<file path="config.mk">
export PLATFORM = sky130hd
export DESIGN_NAME = pipe_stage_regs
export DESIGN_NICKNAME = d
export VERILOG_FILES = /design/src/rtl/pipe_pkg.sv /design/src/rtl/flopenrc.sv /design/src/rtl/pipe_stage_regs.sv
export SDC_FILE = /design/constraint.sdc
export NUM_CORES = 1
export LEC_CHECK = 0
export BUFFER_PORTS_ARGS = -buffer_cell sky130_fd_sc_hd__clkbuf_2
export CORE_AREA = 2 2 186 188
export CTS_CLUSTER_SIZE = 30
export DETAILED_ROUTE_END_ITERATION = 12
export DIE_AREA = 0 0 188 190
export SETUP_SLACK_MARGIN = 0.15
export SLEW_MARGIN = 0
export SYNTH_ARGS = -nofsm -noshare
export SYNTH_HDL_FRONTEND = slang
export SYNTH_SLANG_ARGS = --single-unit
</file>
<file path="constraint.sdc">
create_clock -name clk -period 4.2 [get_ports clk]
set_clock_uncertainty 0.15 [all_clocks]
set_input_delay 0.84 -clock clk [delete_from_list [all_inputs] [get_ports clk]]
set_output_delay 0.84 -clock clk [all_outputs]
set_load 0.05 [all_outputs]
</file>
<file path="src/rtl/pipe_pkg.sv">
// Shared types and constants for the MIPS front-end pipeline registers.
// Holds the decoded control bundle and the NOP encodings.
package pipe_pkg;

  typedef struct packed {
    logic       regwrite;
    logic [1:0] memtoreg;
    logic       memwrite;
    logic [2:0] alucontrol;
    logic       alusrc;
    logic       regdst;
    logic       branch;
    logic       branchnot;
  } ctrl_t;

  localparam int CTRL_W = $bits(ctrl_t);

  localparam ctrl_t       CTRL_NOP  = '0;
  localparam logic [31:0] INSTR_NOP = 32'h0;

endpackage

</file>
<file path="src/rtl/flopenrc.sv">
// Register with enable and synchronous clear; clear only acts when enabled.
// Reset and clear both load INIT.
module flopenrc #(
  parameter int           W    = 8,
  parameter logic [W-1:0] INIT = '0
) (
  input  logic         clk,
  input  logic         reset,
  input  logic         en,
  input  logic         clr,
  input  logic [W-1:0] d,
  output logic [W-1:0] q
);

  always_ff @(posedge clk) begin
    if (!reset)
      q <= INIT;
    else if (en)
      q <= clr ? INIT : d;
  end

endmodule

</file>
<file path="src/rtl/pipe_stage_regs.sv">
// PC, F->D and D->E pipeline registers with hazard controls,
// saturating stall/flush counters and a sticky protocol-error flag.
module pipe_stage_regs
  import pipe_pkg::*;
#(
  parameter int              WIDTH    = 32,
  parameter logic [WIDTH-1:0] RESET_PC = '0,
  parameter int              CNT_W    = 16
) (
  input  logic             clk,
  input  logic             reset,
  input  logic             stallF,
  input  logic             stallD,
  input  logic             flushE,
  input  logic             pcsrcD,
  input  logic [WIDTH-1:0] pcnextF,
  input  logic [WIDTH-1:0] instrF,
  input  logic [WIDTH-1:0] pcplus4F,
  input  ctrl_t            ctrlD,
  input  logic [WIDTH-1:0] rd1D,
  input  logic [WIDTH-1:0] rd2D,
  input  logic [WIDTH-1:0] signimmD,
  input  logic [4:0]       rsD,
  input  logic [4:0]       rtD,
  input  logic [4:0]       rdD,
  output logic [WIDTH-1:0] pcF,
  output logic [WIDTH-1:0] instrD,
  output logic [WIDTH-1:0] pcplus4D,
  output logic             validD,
  output ctrl_t            ctrlE,
  output logic [WIDTH-1:0] rd1E,
  output logic [WIDTH-1:0] rd2E,
  output logic [WIDTH-1:0] signimmE,
  output logic [4:0]       rsE,
  output logic [4:0]       rtE,
  output logic [4:0]       rdE,
  output logic             validE,
  output logic [CNT_W-1:0] stall_cnt,
  output logic [CNT_W-1:0] flush_cnt,
  output logic             protocol_err
);

  localparam int DW = 2 * WIDTH + 1;
  localparam int EW = CTRL_W + 3 * WIDTH + 16;

  localparam logic [DW-1:0] D_INIT =
    {WIDTH'(INSTR_NOP), {(WIDTH + 1){1'b0}}};
  localparam logic [EW-1:0] E_INIT =
    {CTRL_NOP, {(EW - CTRL_W){1'b0}}};

  logic [DW-1:0] d_d, d_q;
  logic [EW-1:0] e_d, e_q;
  logic          flush_ev;

  flopenrc #(.W(WIDTH), .INIT(RESET_PC)) u_pc (
    .clk   (clk),
    .reset (reset),
    .en    (~stallF),
    .clr   (1'b0),
    .d     (pcnextF),
    .q     (pcF)
  );

  assign d_d = {instrF, pcplus4F, 1'b1};

  flopenrc #(.W(DW), .INIT(D_INIT)) u_d (
    .clk   (clk),
    .reset (reset),
    .en    (~stallD),
    .clr   (pcsrcD),
    .d     (d_d),
    .q     (d_q)
  );

  assign {instrD, pcplus4D, validD} = d_q;

  assign e_d = {ctrlD, rd1D, rd2D, signimmD,
                rsD, rtD, rdD, validD};

  flopenrc #(.W(EW), .INIT(E_INIT)) u_e (
    .clk   (clk),
    .reset (reset),
    .en    (1'b1),
    .clr   (flushE),
    .d     (e_d),
    .q     (e_q)
  );

  assign {ctrlE, rd1E, rd2E, signimmE,
          rsE, rtE, rdE, validE} = e_q;

  assign flush_ev = flushE | (pcsrcD & ~stallD);

  always_ff @(posedge clk) begin
    if (!reset) begin
      stall_cnt    <= '0;
      flush_cnt    <= '0;
      protocol_err <= 1'b0;
    end else begin
      if (stallD && !(&stall_cnt))
        stall_cnt <= stall_cnt + CNT_W'(1);
      if (flush_ev && !(&flush_cnt))
        flush_cnt <= flush_cnt + CNT_W'(1);
      // stallF, stallD and flushE must always move together
      if ((stallD != stallF) || (stallD != flushE))
        protocol_err <= 1'b1;
    end
  end

endmodule

</file>
==> summary.md <==
| Metric | Value |
|---|---|
| Fillers | 3513 |
| Syn Std Cell Area | 8130 µm² |
| Die Ht | 190 µm |
| Share of flip-flops with an asynchronous set or reset | 0% |
| Clock sink count | 253 |
| Final Hold Fails | 0 |
| Synth warn | 0 |
| Gr ovfl total | 0 |
| Crit path launch type | flip-flop |
| Post-synth EDFFs | 0 |
| Setup bufs post-CTS | 0 |
| Synth unique cells | 39 |
| TNS Setup | 0 ns |
| Final worst-path cycle share | 55.8% |
| Fin cells | 1705 |
| CTS root buf | clkbuf_16 |
| # IOs | 477 |
| R2R depth | 6 |
| Hold WC Path Type | flip-flop to flip-flop |
| Critical Path End Type | output pin |
| Share of layout cells above drive strength 1 | 42.6% |
| Synth area leader | dfxtp_1 |
| Crit-path cells | clkbuf_2 |
| Leak | 5.74 nW |
| Post-CTS Resized | 0 |
| Fin. max-slew vios | 0 |
| Combinational power share | 12.7% |
| CTS Hold Bufs | 0 |
| Yosys reg bits | 253 |
| All-Layer GR Usage | 12.4% |
| Detail Placement HPWL | 18.1 mm |
| Util after Layout | 35.0% |
| Setup Crit Path Kind | flip-flop to output pin |
| DR vias/cell | 4.14 |
| Share of the synthesized area in the top cell type | 62.3% |
| Hold depth | 2 |
| Internal cell power | 4.15 mW |
| Number of global-route vias before repair | 6707 |
| Slowest Stage Delay on Critical Path | 0.47 ns |
| Max-cap violations | 0 |
| Rows | 68 |
| Clock-pin slew on the worst setup and hold paths | 0.06 ns |
| Sequential area share after synthesis | 62.3% |
| Clock share of power | 42.4% |
| Antenna cell count | 0 |
| Synth Flop Type | dfxtp_1 |
| Vias | 7051 |
| Most common cell in the synthesized netlist | dfxtp_1 |
| Worst R2R Setup Slack | 2.14 ns |
| Port bufs | 476 |
| Initial antenna violation count | 1 |
| Synthesized netlist net count | 994 |
| Clk buf depth | 3 |
| Syn_area_per_cell | 10.6 µm² |
| Largest net degree at the start of global routing | 124 |
| Syn Inst Count | 768 |
| Min Clock Period, post-route | 2.34 ns |
| Sequential cell area | 5060 µm² |
| PD cells | 476 nW/µm² |
| Die area | 35700 µm² |
| CORE AREA | 33900 µm² |
| Seq pwr share | 44.9% |
| Initial Util | 23.9% |
| Placed Area | 11000 µm² |
| Crit-path slowest cell | dfxtp_1 |
| Final net count | 1458 |
| CTS Buf Count | 27 |
| Final instance area | 11900 µm² |
| Multi-input logic area | 2890 µm² |
| Wire length per cell | 14.0 µm |
| CTS tree | built |
| DRC viols | 0 |
| DP Cell Count | 1658 |
| Final setup violation count | 0 |
| Crit path DAT | 1.35 ns |
| Sw Ratio | 26.4% |
| P_sw | 1.49 mW |
| WP depth | 1 |
| Die Wd | 188 µm |
| Slew margin rel. | 31.9% |
| Routed Antenna Nets | 0 |
| Status | completed |
| First-pass GRT wire length | 35.8 mm |
| Fmax | 427 MHz |
| DR iter-0 viols | 232 |
| Worst-Margin Slew | 1.02 ns |
| RSZ-0062 raised after global routing | false |
| WL final | 23.8 mm |
| CP Max Fanout | 7 |
| RePlAce Congestion | 0.790 |
| Critical Path RT | 3.21 ns |
| CP bufs+invs | 1 |
| DRT Pass-1 Iters | 7 |
| Most frequent cells after synthesis | 253 x dfxtp_1, 129 x nor2_1, 123 x and2_1 |
| Worst skew pair latency | 0.54 ns |
| Ranking of synthesized cells by area | dfxtp_1 62%, and2_1 9.5%, nor2_1 6.0%, a22oi_1 5.8%, mux2i_1 4.4% |
| P&R area growth vs syn | 46.0% |
| Peak supply drop | 0.286 mV |
| H-tree depth | 1 |
| CP delay by family, top | flip-flops |
sequential cells by signal, summed over array words and instances, names as in the netlist:
| register | count |
|---|---|
| u_d.q | 65 |
| protocol_err | 1 |
| flush_cnt | 16 |
| u_pc.q | 32 |
| u_e.q | 123 |
| stall_cnt | 16 |
through the flow:
step	hold WS, ns	setup WS (ns)	power [mW]
floorplan	0.553	1.96	3.07
global placement	0.309	1.70	3.31
detailed placement	0.310	1.67	3.32
CTS	0.318	1.83	5.73
global route	0.334	1.78	5.87
finish	0.324	1.86	5.65
layout by cell type, fill, tap and decap left out, drive strengths merged:
master,n
clkbuf,514
dfxtp,253
nor2,130
and2,123
a22oi,63
mux2i,36
nand2,17
nand3,16
nand4,12
nor3,10
xor2,10
xnor2,10
clkinv,6
buf,5
and4,4
o21ai,4
nand2b,4
a21oi,4
and3,4
bufinv,3
nor2b,3
nor4,3
nand4b,2
or3,2
nor3b,2
ha,2
a31o,1
o41a,1
o211ai,1
nand3b,1
o221a,1
a311oi,1
o21bai,1
inv,1
worst min-delay path: stages, from the launching register on:
cell and delay (ns):
dfxtp_1 0.33, a21oi_1 0.04, nor2_1 0.07
power groups by stage:
stage          combinational [mW]  clock, mW  sequential [mW]
2_1_floorplan               0.153          0             2.92
3_3_place_gp                0.721          0             2.59
3_5_place_dp                0.725          0             2.59
4_1_cts                     0.726       2.46             2.54
5_1_grt                     0.761       2.56             2.55
6_report                    0.715       2.39             2.54
logic make-up after synthesis:
kind of cell | share of synthesized area [%]
AND/OR/NAND/NOR | 21.4
flip-flops | 62.3
AO/OA/AOI/OAI | 6.99
buffers and inverters | 2.36
multiplexers | 4.43
XOR/XNOR | 2.16
adder cells (fa/ha/maj) | 0.308
metal layers:
layer / up-vias / track usage (%) / routed length (µm)
met3: 40 / 4.21 / 2130
met2: 296 / 22.1 / 11900
met1: 3220 / 14.0 / 9300
met5: - / 0 / 12
li1: 3493 / - / -
met4: 2 / 3.94 / 524
final cells by class:
type	instances	share of cell area (%)
flip-flops and latches	253	42.7
multi-input cells	468	24.3
repair buffers	481	20.6
clock buffers	38	6.46
well taps	455	4.80
clock inverters	9	1.08
inverters	1	0.0422
path summary, 6_finish.rpt:
| kind | startpoint | endpoint |
|---|---|---|
| setup / recovery | flush_cnt[8] | flush_cnt[8] |
| hold / removal | protocol_err | protocol_err |
| setup reg to reg | flush_cnt[0] | flush_cnt[11] |
| hold reg to reg | protocol_err | protocol_err |
No activity file was read; power rests on OpenSTA's default activity.
